==> src/rtl/fifo_pkg.sv <==
// Shared defaults for the register-file FIFO.
package fifo_pkg;
    localparam int FIFO_DATA_WIDTH = 8;
    localparam int FIFO_ADDR_WIDTH = 3;
endpackage

==> src/rtl/fifo_reg_file.sv <==
// Register-file storage: synchronous write, asynchronous read, synchronous clear.
module fifo_reg_file
    import fifo_pkg::*;
#(
    parameter int DATA_WIDTH = FIFO_DATA_WIDTH,
    parameter int ADDR_WIDTH = FIFO_ADDR_WIDTH
) (
    input  logic                  clk,
    input  logic                  reset,
    input  logic                  wr_en,
    input  logic [ADDR_WIDTH-1:0] w_addr,
    input  logic [DATA_WIDTH-1:0] w_data,
    input  logic [ADDR_WIDTH-1:0] r_addr,
    output logic [DATA_WIDTH-1:0] r_data
);
    localparam int unsigned DEPTH = 2 ** ADDR_WIDTH;

    logic [DATA_WIDTH-1:0] mem [DEPTH];

    always_ff @(posedge clk) begin
        if (reset) begin
            for (int unsigned i = 0; i < DEPTH; i++) begin
                mem[i] <= '0;
            end
        end else if (wr_en) begin
            mem[w_addr] <= w_data;
        end
    end

    assign r_data = mem[r_addr];
endmodule

==> src/rtl/fifo_ram_syn.sv <==
// Single-clock FWFT FIFO: pointer/flag controller around fifo_reg_file.
module fifo_ram_syn
    import fifo_pkg::*;
#(
    parameter int DATA_WIDTH = FIFO_DATA_WIDTH,
    parameter int ADDR_WIDTH = FIFO_ADDR_WIDTH
) (
    input  logic                  clk,
    input  logic                  reset,
    input  logic                  rd,
    input  logic                  wr,
    input  logic [DATA_WIDTH-1:0] w_data,
    output logic [DATA_WIDTH-1:0] r_data,
    output logic                  empty,
    output logic                  full
);
    logic [ADDR_WIDTH-1:0] w_ptr, r_ptr;
    logic [ADDR_WIDTH-1:0] w_succ, r_succ;
    logic                  wr_en;

    assign w_succ = w_ptr + 1'b1;
    assign r_succ = r_ptr + 1'b1;
    // When full, a simultaneous read frees the head slot that w_ptr now points at.
    assign wr_en  = wr & (~full | rd);

    fifo_reg_file #(
        .DATA_WIDTH(DATA_WIDTH),
        .ADDR_WIDTH(ADDR_WIDTH)
    ) u_reg_file (
        .clk    (clk),
        .reset  (reset),
        .wr_en  (wr_en),
        .w_addr (w_ptr),
        .w_data (w_data),
        .r_addr (r_ptr),
        .r_data (r_data)
    );

    always_ff @(posedge clk) begin
        if (reset) begin
            w_ptr <= '0;
            r_ptr <= '0;
            empty <= 1'b1;
            full  <= 1'b0;
        end else begin
            unique case ({wr, rd})
                2'b10: begin
                    if (!full) begin
                        w_ptr <= w_succ;
                        empty <= 1'b0;
                        full  <= (w_succ == r_ptr);
                    end
                end
                2'b01: begin
                    if (!empty) begin
                        r_ptr <= r_succ;
                        full  <= 1'b0;
                        empty <= (r_succ == w_ptr);
                    end
                end
                2'b11: begin
                    // An empty FIFO has no head to pop, so this degrades to a plain write.
                    if (empty) begin
                        w_ptr <= w_succ;
                        empty <= 1'b0;
                        full  <= (w_succ == r_ptr);
                    end else begin
                        w_ptr <= w_succ;
                        r_ptr <= r_succ;
                    end
                end
                default: ;
            endcase
        end
    end
endmodule

==> config.mk <==
export PLATFORM = sky130hd
export DESIGN_NAME = fifo_ram_syn
export DESIGN_NICKNAME = d
export VERILOG_FILES = /design/src/rtl/fifo_pkg.sv /design/src/rtl/fifo_reg_file.sv /design/src/rtl/fifo_ram_syn.sv
export SDC_FILE = /design/constraint.sdc
export NUM_CORES = 1
export LEC_CHECK = 0
export CAP_MARGIN = 10
export CORE_MARGIN = 1.5
export CORE_UTILIZATION = 60
export CTS_CLUSTER_DIAMETER = 50
export DETAILED_ROUTE_END_ITERATION = 6
export HOLD_SLACK_MARGIN = 0.03
export PLACE_DENSITY = 0.81
export SYNTH_ARGS = -nofsm -noshare
export SYNTH_HDL_FRONTEND = slang
export SYNTH_HIERARCHICAL = 1
export SYNTH_SLANG_ARGS = --single-unit
export TNS_END_PERCENT = 100
==> constraint.sdc <==
create_clock -name clk -period 5.06 [get_ports clk]
set_input_delay 0.759 -clock clk [delete_from_list [all_inputs] [get_ports clk]]
set_output_delay 0.759 -clock clk [all_outputs]
set_load 0.005 [all_outputs]
Word-level counts from Yosys, hierarchy flattened
Memories as Yosys holds them, arrays and structs flattened. A register that Yosys moved wholly into a read port is not among the register bits.
Index checks and enable logic that the tools add are counted.
Widths: inputs -> output; s select.

storage, ports and cells
  bits in registers = 8
  RAM bits = 64
  bits of input ports = 12
  output and inout bits = 10
  word-level logic and storage cells = 46
  memories kept = 1

cells by class
  $add $sub $neg = 2
  equality and inequality tests = 8
  muxes and demuxes = 19
  bitwise gates (word level) = 4
  reductions and logical operators = 8

memories
  memory          words  bits a word  rd ports  clocked after Yosys merged registers in  write ports  RTL line             source
  u_reg_file.mem  8      8            1         1                                        8            fifo_reg_file.sv:18  logic [DATA_WIDTH-1:0] mem [DEPTH];

operator list
  kind                 number
  $mux 3               4
  $mux 1               11
  $mux 8               1
  $reduce_or 8->1      1
  $add 3x1->3 const B  2
  $eq 3x3->1           2
  $ne 2x2->1 const B   3
  $pmux 1 s3           2
  $pmux 3 s2           1
  $reduce_and 2->1     3
  $eq 2x2->1 const B   2
  $reduce_and 3->1     1
  $reduce_bool 3->1    1
  $eq 2x1->1 const B   1
  $not 1->1            2
  $reduce_bool 2->1    1
  $reduce_or 2->1      1
  $and 1x1->1          1
  $or 1x1->1           1

Logic depth before layout (Yosys ltp)
  depth in word-level cells = 8
  depth in mapped cells = 6
  mapped depth without buffers = 4

Cells and area by module
Netlist, hierarchy kept.

modules (own cells, without submodules)
  module         instances  cells each  area an instance (um^2)  sequential area each (um^2)
  fifo_reg_file  1          193         2,985.4                  1,921.8
  fifo_ram_syn   1          47          422.9                    160.2

Worst setup path before layout
OpenSTA, ideal clock, no wires.

  path kind = input-to-reg
  start point = input port rd
  end point = memory u_reg_file/mem[0][0] (netlist name), enable pin
  library setup time = 0.375 ns
  arrival = 2.116 ns
  required time = 4.685 ns
  slack = 2.569 ns
  stages on the path = 6
  path buffers = 2
  path through = nor2b_1 -> nor2_1 -> or3b_2 -> buf_2 -> buf_6 -> o21bai_1

RTL lines
  item                RTL line             source
  start: declaration  fifo_ram_syn.sv:10   input logic rd,
  end: declaration    fifo_reg_file.sv:18

==> flow_summary.toml <==
[timing]
clock_skew_ps = 10.5
setup_violations = 0
finalSetupTns_ps = 0
maxSlewHeadroom_pct = 29.7
rsz0062_at_grt = "no"
fin_crit_sh_pct = 71.4
tightest_slew_ps = 1050
finalHoldViolCount = 0
min_period_ps = 3610
slew_viol_final = 0
max_clock_freq_mhz = 277

[yosys]
synthesis.area_mm2 = 0.00341
synth.distinct_cells = 34
syn_nets = 254
syn_avg_cell_area_um2 = 14.2
yosysSeqAreaShare_pct = 61.1
synth_area_leader_cell = "edfxtp_1"
synth_top_area_share_pct = 56.4
syn_inst = 240
synth.area.top_cells = "edfxtp_1 (56%), mux4_1 (12%), nor3_1 (9.5%)"
synth_flop_cell = "edfxtp_1"
yosys_warnings = 6
synth_edf_count = 64
synthArstFlopShare_pct = 0
ys_seq_elements = 72

[pwr]
swShare_pct = 22.7
power_frac_clock_pct = 37.3
ir_drop_mv = 0.198
p_sw_uw = 298
power_uw = 1310
p_int_uw = 1020
seq_power_share_pct = 52.9
p_comb_share_pct = 9.8
power_density_mw_per_mm2 = 344
p_leak_uw = 0.00126

[placement]
io_buffers = 21
hpwl_mm = 4.71
gp_congestion = 0.838
dp.cells = 314

[clocking]
cts-root-buf = "clkbuf_8"
cts_resized = 0
cts_max_path_buffers = 2
clkTransAtPathRegs_ps = 70
post_cts_buffers = 0
numCtsBuffers = 9
cts_hold_repair.buffers = 0
cts.htree.levels = 3
clock_latency_ps = 350
cts_tree = "done"
cts.sink_count = 72

[flow_run]
cap_violations = 0

[detailed_routing]
num_vias = 2115
drt_pass1_iterations = 4
drt-total-wl_mm = 7.37
post-route-drc-count = 0
drt_iter0_markers = 290
ant_nets = 0
avgRoutedWirePerCell_um = 22.3
vias_per_cell = 6.41

[floorplanning]
initial_core_util_pct = 61.9
dieArea_mm2 = 0.00614
io_pins = 22
num_rows = 27
die_h_um = 78.4
core-area_mm2 = 0.00551
fp.dieW_um = 78.4

[critical_path]
critical_path_class = "reg -> out"
critPathArrivalTime_ps = 2850
startpoint = "r_ptr[0]"
r2r_cells = 4
start_kind = "register"
crit_end = "r_data[1]"
r2r_start = "full"
reg2reg_to = "u_reg_file/mem[6][6]"
cp-end-kind = "output pin"
r2r_slack_ps = 2510
critPathRequiredTime_ps = 4300
cp_max_fo = 19

[final_layout]
final_cell_mix = "nor3_1 (65), edfxtp_1 (64), clkdlybuf4s50_1 (21), mux4_1 (15)"
diodes = 0
post-route-util_pct = 69.3
layout_commonest_cell = "nor3_1"
fillCellCount = 374
instances_no_fill = 330
nets = 267
drive_gt1_share_pct = 10.5
area_growth_pct = 12.0

[global_routing]
grt_max_degree = 37
grt_pass1_vias = 1942
track_usage_pct = 26.0
grt_pass1_wl_mm = 11.1
overflow = 0
grt_antenna_before_repair = 0

[min_path]
min_path_cells = 2
hold_path_class = "reg -> reg"

[status]
status = "finished, final reports clean"
-- synth_stat cells, types with 2 or more instances --
cell	instances
buf_6	2
o21bai_1	8
clkinv_1	9
nand2b_1	3
mux4_1	15
edfxtp_1	64
xnor2_1	7
buf_1	4
nor3_1	65
clkbuf_1	9
xor2_1	2
dfxtp_1	8
mux2_2	8
nor2b_1	2
a21oi_1	4
nand3b_1	3
o21ai_0	3
nor2_1	4
buf_2	4
ha_1	2
-- worst min-delay path by stage --
| stage | from | end | slack, ps |
|---|---|---|---|
| 6_report | w_ptr[2] | w_ptr[2] | 570 |
| 5_1_grt | w_ptr[2] | w_ptr[2] | 590 |
| 4_1_cts | w_ptr[2] | w_ptr[2] | 570 |
| 3_5_place_dp | w_ptr[2] | w_ptr[2] | 560 |
| 3_3_place_gp | w_ptr[0] | w_ptr[0] | 540 |
| 2_1_floorplan | w_ptr[2] | w_ptr[2] | 510 |
-- per-stage QoR --
stage | cell area (um2) | setup WS [ps] | hold slack (ps)
after floorplan | 3410 | 2570 | 505
after global placement | 3600 | 1650 | 536
after detailed placement | 3600 | 1550 | 560
after CTS | 3820 | 1390 | 568
after global routing | 3820 | 1310 | 588
final | 3820 | 1450 | 568
-- power by group through the flow --
stage                     Sequential (uW)  Clock, uW  Combinational [uW]
after floorplan                       693          0                90.1
after global placement                706          0                 125
after detailed placement              708          0                 127
after CTS                             695        497                 128
after global routing                  697        519                 138
final                                 695        490                 128
-- worst max-delay path, cell delays in order, from the launching register on --
cell and delay [ps]:
dfxtp_1 1020, mux4_1 720, mux2_2 300, clkdlybuf4s50_1 460
-- state kept, by name, summed over array words and instances, names as in the netlist --
signal,count
w_ptr,3
empty,1
u_reg_file/mem,64
full,1
r_ptr,3
-- layer usage --
metal	vias to the layer above	wire, um	GRT usage (%)
li1	965	-	-
met4	0	110	11.8
met5	-	0	0
met2	114	3500	38.3
met1	1026	2900	37.0
met3	10	850	6.16
-- layout make-up --
type                       instances  area (um2)  area share [%]
tap                               72        90.1            2.36
sequential                        72        2080            54.5
multi-input combinational        137        1170            30.7
inverter                          11        41.3            1.08
timing repair buffer              22         218            5.70
clock inverter                     5        81.3            2.13
clock buffer                      11         131            3.44
-- kinds of logic after synthesis --
family	count (synthesis)	synth area share (%)
xor gates and xnor gates	9	2.31
muxes	25	15.2
adders and majority gates	2	0.734
and+or+nand+nor	83	12.7
AOI/OAI and AO/OA	18	3.52
buffers and inverters	31	4.48
DFF	72	61.1
No activity file was read; power rests on OpenSTA's default activity.
==> variant (same settings) <==
Set the package constant `FIFO_ADDR_WIDTH` to 4 (it was 3).
--- a/src/rtl/fifo_pkg.sv
+++ b/src/rtl/fifo_pkg.sv
@@ -1,6 +1,6 @@
 // Shared defaults for the register-file FIFO.
 package fifo_pkg;
     localparam int FIFO_DATA_WIDTH = 8;
-    localparam int FIFO_ADDR_WIDTH = 3;
+    localparam int FIFO_ADDR_WIDTH = 4;
 endpackage
 
Formal check against the unedited RTL: not equivalent (a bounded check fails within 10 cycles, from zero or initial values and one cycle with reset high).
==> variant against the original RTL <==
Critical path depth grew 2; final area grew 92%; area after synthesis grew 88%; non-clock buffer count grew 5; worst setup slack lost 290 ps; largest cell class unchanged; routed wire length grew 82%; power grew 110%; sequential cell count grew 66; critical path type unchanged.
==> variant: results (changes against the original RTL) <==
metric	value	unit	change
status	finished, final reports clean		
synth_nets	447		+76%
swShare	0.214		-0.0121
cp.arrival	3150	ps	+300 ps
grt_use_met2	0.431		+0.0483
min_to	full$_SDFFE_PP0P_		
fill_cells	638		+71%
clock_latency	520	ps	+170 ps
track_usage	0.258		-0.00113
r2r_slack	2770	ps	+260 ps
finalNonFillerCells	606		+84%
peakVddDrop	238	uV	+20%
area_share_nonclk_buffers	0.0347		-0.0223
wl_met2	6800	microns	+94%
drt-pass1-iter-count	5		+1
fin_worst_skew	4.23	ps	-6.26 ps
drt-initial-drc-count	365		+26%
n_all_buffers	27		+23%
ys_seq_area_frac	0.631		+0.0203
cp_max_fo	31		+12
wl_met3	824	microns	-3.1%
drive_gt1_frac	0.198		+0.0932
synthesis.instances	433		+80%
top_regs	u_reg_file/mem (128), r_ptr (4), w_ptr (4)		
crit_end	r_data[3]		
place_area	6730	sq um	+87%
synth_area_leaders	edfxtp_1, and2_1, mux4_2, dfxtp_1, a22oi_1		
num_vias	3657		+73%
htreeDepth	4		+1
num-clock-buffers	19		+8
place_inst	574		+83%
n_all_inverters	1		-10
wl	13400	microns	+82%
design.seq.count	138		+92%
powerClk	1.28	mW	+160%
place_congestion	0.815		-2.8%
multi_input_comb_cells	272		+99%
dp_hpwl	8690	microns	+85%
max_freq	256	MHz	-7.5%
grt_max_degree	32		-14%
seq_power	1.33	mW	+91%
holdWs	530	ps	-37.9 ps
reg2reg_depth	6		+2
ys_top_cells_by_count	and2_1, edfxtp_1, mux4_2		
multi_input_area_share	0.308		about the same
grt_use_met3	0.0546		-0.00706
synth_edf_count	128		+100%
pre_cts_slack	1660	ps	+106 ps
rows	37		+37%
clock_area_frac	0.0836		+0.0279
powerDensity	380	nW/um^2	+10%
nets	471		+76%
grt_pass1_wl	20800	microns	+87%
cts_buffers	17		+8
p_total	2.79	mW	+110%
r2r_end	u_reg_file/mem[0][3]$_SDFFCE_PN0P_		
met1_length	5380	microns	+85%
==> variant: changes by cell type in the layout (fill, tap and decap cells not counted), moves of 11 or more <==
cell / before / now
or2_2: 1 / 16
clkbuf_16: 0 / 16
edfxtp_1: 64 / 128
nand2_1: 1 / 12
a22oi_1: 0 / 16
mux4_1: 15 / 0
and2_1: 0 / 129
nor3_1: 65 / 3
nor2_1: 4 / 16
mux4_2: 1 / 32
==> variant: cells by family (layout without fill, tap and decap cells) <==
kind of cell | count (synthesis) | after routing | synth area share
muxes | 33 | 33 | 0.114
adders and majority gates | 2 | 2 | 0.00390
DFF | 138 | 138 | 0.631
xor gates and xnor gates | 14 | 14 | 0.0215
and+or+nand+nor | 199 | 199 | 0.186
buffers and inverters | 23 | 60 | 0.0162
AOI/OAI and AO/OA | 24 | 24 | 0.0271
==> variant: critical path, delay by kind of cell (launching register included) <==
kind,cells,cell delay (ps)
muxes,1,510
DFF,1,1030
and+or+nand+nor,1,110
AOI/OAI and AO/OA,1,200
buffers and inverters,2,740
